File: src/rtl/fsm_staged.sv
// fsm_staged: staged Moore machine that climbs from IDLE through N_STAGES
// intermediate stages into FINAL while 'a' stays high, HOLD cycles per step.
// Optional step-back decay on 'a' low, and an optional FINAL dwell limit that
// forces a LOCKOUT state. All outputs are registered; none see 'a' directly.
module fsm_staged #(
    parameter int N_STAGES      = 1,
    parameter int HOLD          = 1,
    parameter int DECAY_MODE    = 0,
    parameter int FINAL_TIMEOUT = 0,
    parameter int SW            = $clog2(N_STAGES + 3)
) (
    input  logic          clk,
    input  logic          rst,
    input  logic          a,
    output logic [SW-1:0] state,
    output logic          out1,
    output logic          out2,
    output logic          enter_final,
    output logic          timeout
);

    localparam int HW = $clog2(HOLD + 1);
    localparam int TW = (FINAL_TIMEOUT > 0) ? $clog2(FINAL_TIMEOUT + 1) : 1;

    localparam logic [SW-1:0] ST_IDLE  = '0;
    localparam logic [SW-1:0] ST_LAST  = SW'(N_STAGES);
    localparam logic [SW-1:0] ST_FINAL = SW'(N_STAGES + 1);
    localparam logic [SW-1:0] ST_LOCK  = SW'(N_STAGES + 2);

    localparam logic [HW-1:0] HOLD_LAST = HW'(HOLD - 1);
    localparam logic [TW-1:0] TMO_LAST  = TW'(FINAL_TIMEOUT - 1);
    localparam logic [TW-1:0] TMO_MAX   = TW'(FINAL_TIMEOUT);

    // Coarse classification of the encoded state; stage numbers are
    // parameter-dependent so the register itself stays a plain vector.
    typedef enum logic [2:0] {
        PH_IDLE,
        PH_STAGE,
        PH_FINAL,
        PH_LOCKOUT,
        PH_ILLEGAL
    } phase_t;

    phase_t        phase;
    logic [HW-1:0] hcnt;
    logic [TW-1:0] tmr;
    logic [SW-1:0] next_state;
    logic [HW-1:0] next_hcnt;
    logic [TW-1:0] next_tmr;

    // Decode which kind of state the register currently holds.
    always_comb begin
        if (state == ST_IDLE)
            phase = PH_IDLE;
        else if (state <= ST_LAST)
            phase = PH_STAGE;
        else if (state == ST_FINAL)
            phase = PH_FINAL;
        else if (state == ST_LOCK)
            phase = PH_LOCKOUT;
        else
            phase = PH_ILLEGAL;
    end

    // Next-state rules; hold counter and dwell timer default to cleared so
    // any state change or a-low cycle wipes them.
    always_comb begin
        next_state = state;
        next_hcnt  = '0;
        next_tmr   = '0;
        case (phase)
            PH_IDLE, PH_STAGE: begin
                if (a) begin
                    if (hcnt == HOLD_LAST)
                        next_state = state + SW'(1);
                    else
                        next_hcnt = hcnt + HW'(1);
                end else if (phase == PH_STAGE) begin
                    if (DECAY_MODE != 0)
                        next_state = state - SW'(1);
                    else
                        next_state = ST_IDLE;
                end
            end
            PH_FINAL: begin
                if (a) begin
                    if ((FINAL_TIMEOUT != 0) && (tmr == TMO_LAST))
                        next_state = ST_LOCK;
                    else if (tmr < TMO_MAX)
                        next_tmr = tmr + TW'(1);
                    else
                        next_tmr = tmr;
                end else if (DECAY_MODE != 0) begin
                    next_state = ST_LAST;
                end else begin
                    next_state = ST_IDLE;
                end
            end
            PH_LOCKOUT: begin
                if (!a)
                    next_state = ST_IDLE;
            end
            default: next_state = ST_IDLE;
        endcase
    end

    // State, counters and all outputs register together so outputs follow
    // the state they describe in the same cycle.
    always_ff @(posedge clk) begin
        if (rst) begin
            state       <= ST_IDLE;
            hcnt        <= '0;
            tmr         <= '0;
            out1        <= 1'b0;
            out2        <= 1'b0;
            enter_final <= 1'b0;
            timeout     <= 1'b0;
        end else begin
            state       <= next_state;
            hcnt        <= next_hcnt;
            tmr         <= next_tmr;
            out1        <= (next_state != ST_IDLE) && (next_state <= ST_LAST);
            out2        <= (next_state == ST_FINAL);
            enter_final <= (next_state == ST_FINAL) && (state != ST_FINAL);
            timeout     <= (next_state == ST_LOCK) && (state != ST_LOCK);
        end
    end

endmodule

File: config.mk
export PLATFORM = sky130hd
export DESIGN_NAME = fsm_staged
export DESIGN_NICKNAME = d
export VERILOG_FILES = /design/src/rtl/fsm_staged.sv
export SDC_FILE = /design/constraint.sdc
export NUM_CORES = 1
export LEC_CHECK = 0
export CAP_MARGIN = 20
export CORE_UTILIZATION = 28
export CTS_CLUSTER_SIZE = 40
export DETAILED_ROUTE_END_ITERATION = 8
export HOLD_SLACK_MARGIN = 0.1
export PLACE_DENSITY = 0.54
export RECOVER_POWER = 25
export SLEW_MARGIN = 40
export SYNTH_ARGS = -nofsm -noshare
export SYNTH_HDL_FRONTEND = slang
export SYNTH_SLANG_ARGS = --single-unit
File: constraint.sdc
create_clock -name clk -period 1.71 [get_ports clk]
set_input_delay 0.342 -clock clk [delete_from_list [all_inputs] [get_ports clk]]
set_output_delay 0.342 -clock clk [all_outputs]
set_load 0.005 [all_outputs]
==> reports/qor.txt <==
Status: complete, no violations
Clock root buffer: clkbuf_4
Largest net degree at the start of global routing: 7
Slowest-stage cell, CP: clkdlybuf4s50_1
Layout cells sized above 1: 0.2115
Ys flop type: dfxtp_1
DR vias/cell: 5.134
Leakage: 0.2302 nW
CTS H-tree depth: 1
Clock transition at path regs: 60 ps
1st-iter DRT viols: 4
Compound-Gate Fraction of Synth Area: 0.2039
Setup WS pre-CTS: 21.51 ps
Area grow syn2layout: 36.25%
Post-detail-place hpwl: 632.6 um
Worst hold path type: flop to flop
CTS tree: built
Power Density: 796.0 nW/um2
DP Area: 500.5 um2
Maximum fanout along the worst path: 6
GP Congestion: 0.8917
Worst setup margin: 69.60 ps
Logic gate share of total power: 0.202
Nets: 61
Final WL: 821 um
Post-Syn Instances: 38
Worst skew pair latency: 250 ps
Crit-path cells: buf_4, clkdlybuf4s50_1
Synth cell count leaders: dfxtp_1 (7), ha_1 (5), inv_1 (3)
Crit-path max cell delay: 500 ps
Sequential fraction of design power: 0.428
Yosys warns: 0
Main combinational cell family by area after synthesis: simple AND/OR/NAND/NOR gates
Setup bufs post-CTS: 0
Vias in the first global route: 320
Initial core utilization: 0.3009
CP delay by family, top: buffers and inverters
Max VDD drop: 0.0003092 V
Post-synthesis simple-gate area fraction: 0.2330
Width of the die: 39.16 um
Number of buffers created by CTS: 3
CORE AREA: 1285 um2
Worst Path Buf+Inv: 2
Sequential fraction of the synthesis area: 0.3625
Die Y: 39.16 um
Post-synthesis average cell area: 10.17 um2
Cell Area, Synth: 386.6 um2
Fin util: 0.4099
Post-route cell area: 526.8 um2
Yosys reg bits: 7
Input/output buffers: 8
RSZ-0062 raised after global routing: no
Worst Path Arrival: 1300 ps
Critical Path RT: 1370 ps
Setup tns final: 0 ps
Residual DRC: 0
Post-synth EDFFs: 0
Cts repair resizes: 0
# diodes: 0
Most common cell in the netlist: dfxtp_1
Fmax: 0.6096 GHz
# hold bufs at CTS: 0
Final Hold Vio Count: 0
Maxcap violations: 0
Async set-reset flop share out of synthesis: 0
# rows: 13
Tmin final: 1640 ps
Final Setup Violations: 0
Multiplexer area fraction after synthesis: 0
Sink Count: 7
First-pass GRT wire length: 1.311 mm
Total Routing Usage GR: 0.1379
Post-Synth XOR/XNOR Area: 0
Vias: 344
DIE AREA: 1534 um2
Initial antenna violation count: 0
Synth top area cells: dfxtp_1 (36%), ha_1 (16%), a311oi_2 (3.9%)
Internal power: 0.0003077 W
Final clock skew: 3.246 ps
Area leader, netlist: dfxtp_1
Clock Path Buffers: 2
IO Pins: 9
First-pass iteration count of the detailed router: 4
Crit start category: flop
Fin crit share: 0.9593
Gr ovfl total: 0
Crit. End Element: primary output
Adder-cell area share of the yosys netlist: 0.1618
Share of the synthesized area in the top cell type: 0.3625
Library cells used by synthesis: 24
Post-route ant nets: 0
Sw frac: 0.2663
Switching Power: 0.0001117 W
Clk pwr share: 0.369
Syn_nets: 46
Routed len/inst: 12.25 um
Critical path class: flop to primary output
Final Max Slew Viols: 0
==> power groups by stage <==
| stage | logic (W) | registers [W] | clock network (W) |
|---|---|---|---|
| after global placement | 0.0000822 | 0.000183 | 0 |
| after detailed placement | 0.0000857 | 0.000183 | 0 |
| after floorplan | 0.0000458 | 0.000184 | 0 |
| after global routing | 0.0000929 | 0.000180 | 0.000172 |
| final | 0.0000848 | 0.000180 | 0.000155 |
| after CTS | 0.0000860 | 0.000180 | 0.000162 |
==> logic make-up after synthesis <==
family / after synthesis
other: 1
AO/OA/AOI/OAI: 9
flip-flops: 7
buffers and inverters: 3
adder cells (fa/ha/maj): 5
AND/OR/NAND/NOR: 13
==> layer usage <==
| metal | GRT usage | share of wire | vias up | wire [um] |
|---|---|---|---|---|
| li1 | - | - | 162 | - |
| met3 | 0.08671 | 0.067 | 4 | 55 |
| met1 | 0.1438 | 0.47 | 160 | 386 |
| met5 | 0 | 0 | - | 0 |
| met2 | 0.1875 | 0.43 | 18 | 349 |
| met4 | 0.1207 | 0.037 | 0 | 30 |
==> state kept, by name (all words and copies together) (netlist names) <==
register	flops
hcnt	1
out1	1
out2	1
timeout	1
enter_final	1
state	2
==> final cells by class <==
cell class                      instances  area (um2)
Clock buffer                            4       26.28
Inverter                                3       11.26
Fill cell                             146       758.2
Sequential cell                         7       140.1
Tap cell                               15       18.77
Timing Repair Buffer                   10       95.09
Multi-Input combinational cell         28       235.2
==> placed cells by master (no fill, tap or decap), drive strengths merged <==
master         n
clkdlybuf4s50  5
o211a          1
o211ai         1
inv            3
nand3b         1
dfxtp          7
o21ai          1
ha             5
and3           1
and2           2
a311oi         1
or2            2
nor3b          1
buf            2
conb           1
clkbuf         4
nand3          2
o21a           1
nor2           1
o22ai          1
and3b          1
a21oi          1
nand2b         1
o221ai         1
dlygate4sd3    3
nand2          1
a21o           1
==> per-stage QoR <==
stage | power, W | std cells | hold slack (ps)
floorplan | 0.0002298 | 38 | 416.3
global placement | 0.0002655 | 63 | 611.0
detailed placement | 0.0002690 | 63 | 635.5
CTS | 0.0004280 | 67 | 647.1
global route | 0.0004457 | 67 | 688.7
finish | 0.0004193 | 67 | 655.6
==> worst reg2reg max path, cell delays in order (launching register included) <==
cell	delay, ps
dfxtp_1	450
inv_1	130
ha_1	210
or2_4	280
o221ai_1	120
o22ai_2	150
and3b_1	180
==> worst paths after layout <==
| path | cells after the start | slack [ps] | startpoint | to |
|---|---|---|---|---|
| max | 2 | 70 | state[0] | state[0] |
| min | 3 | 660 | hcnt | state[0] |
| max reg2reg | 6 | 90 | state[1] | enter_final |
| min reg2reg | 3 | 660 | hcnt | state[0] |
No activity file was read; power rests on OpenSTA's default activity.
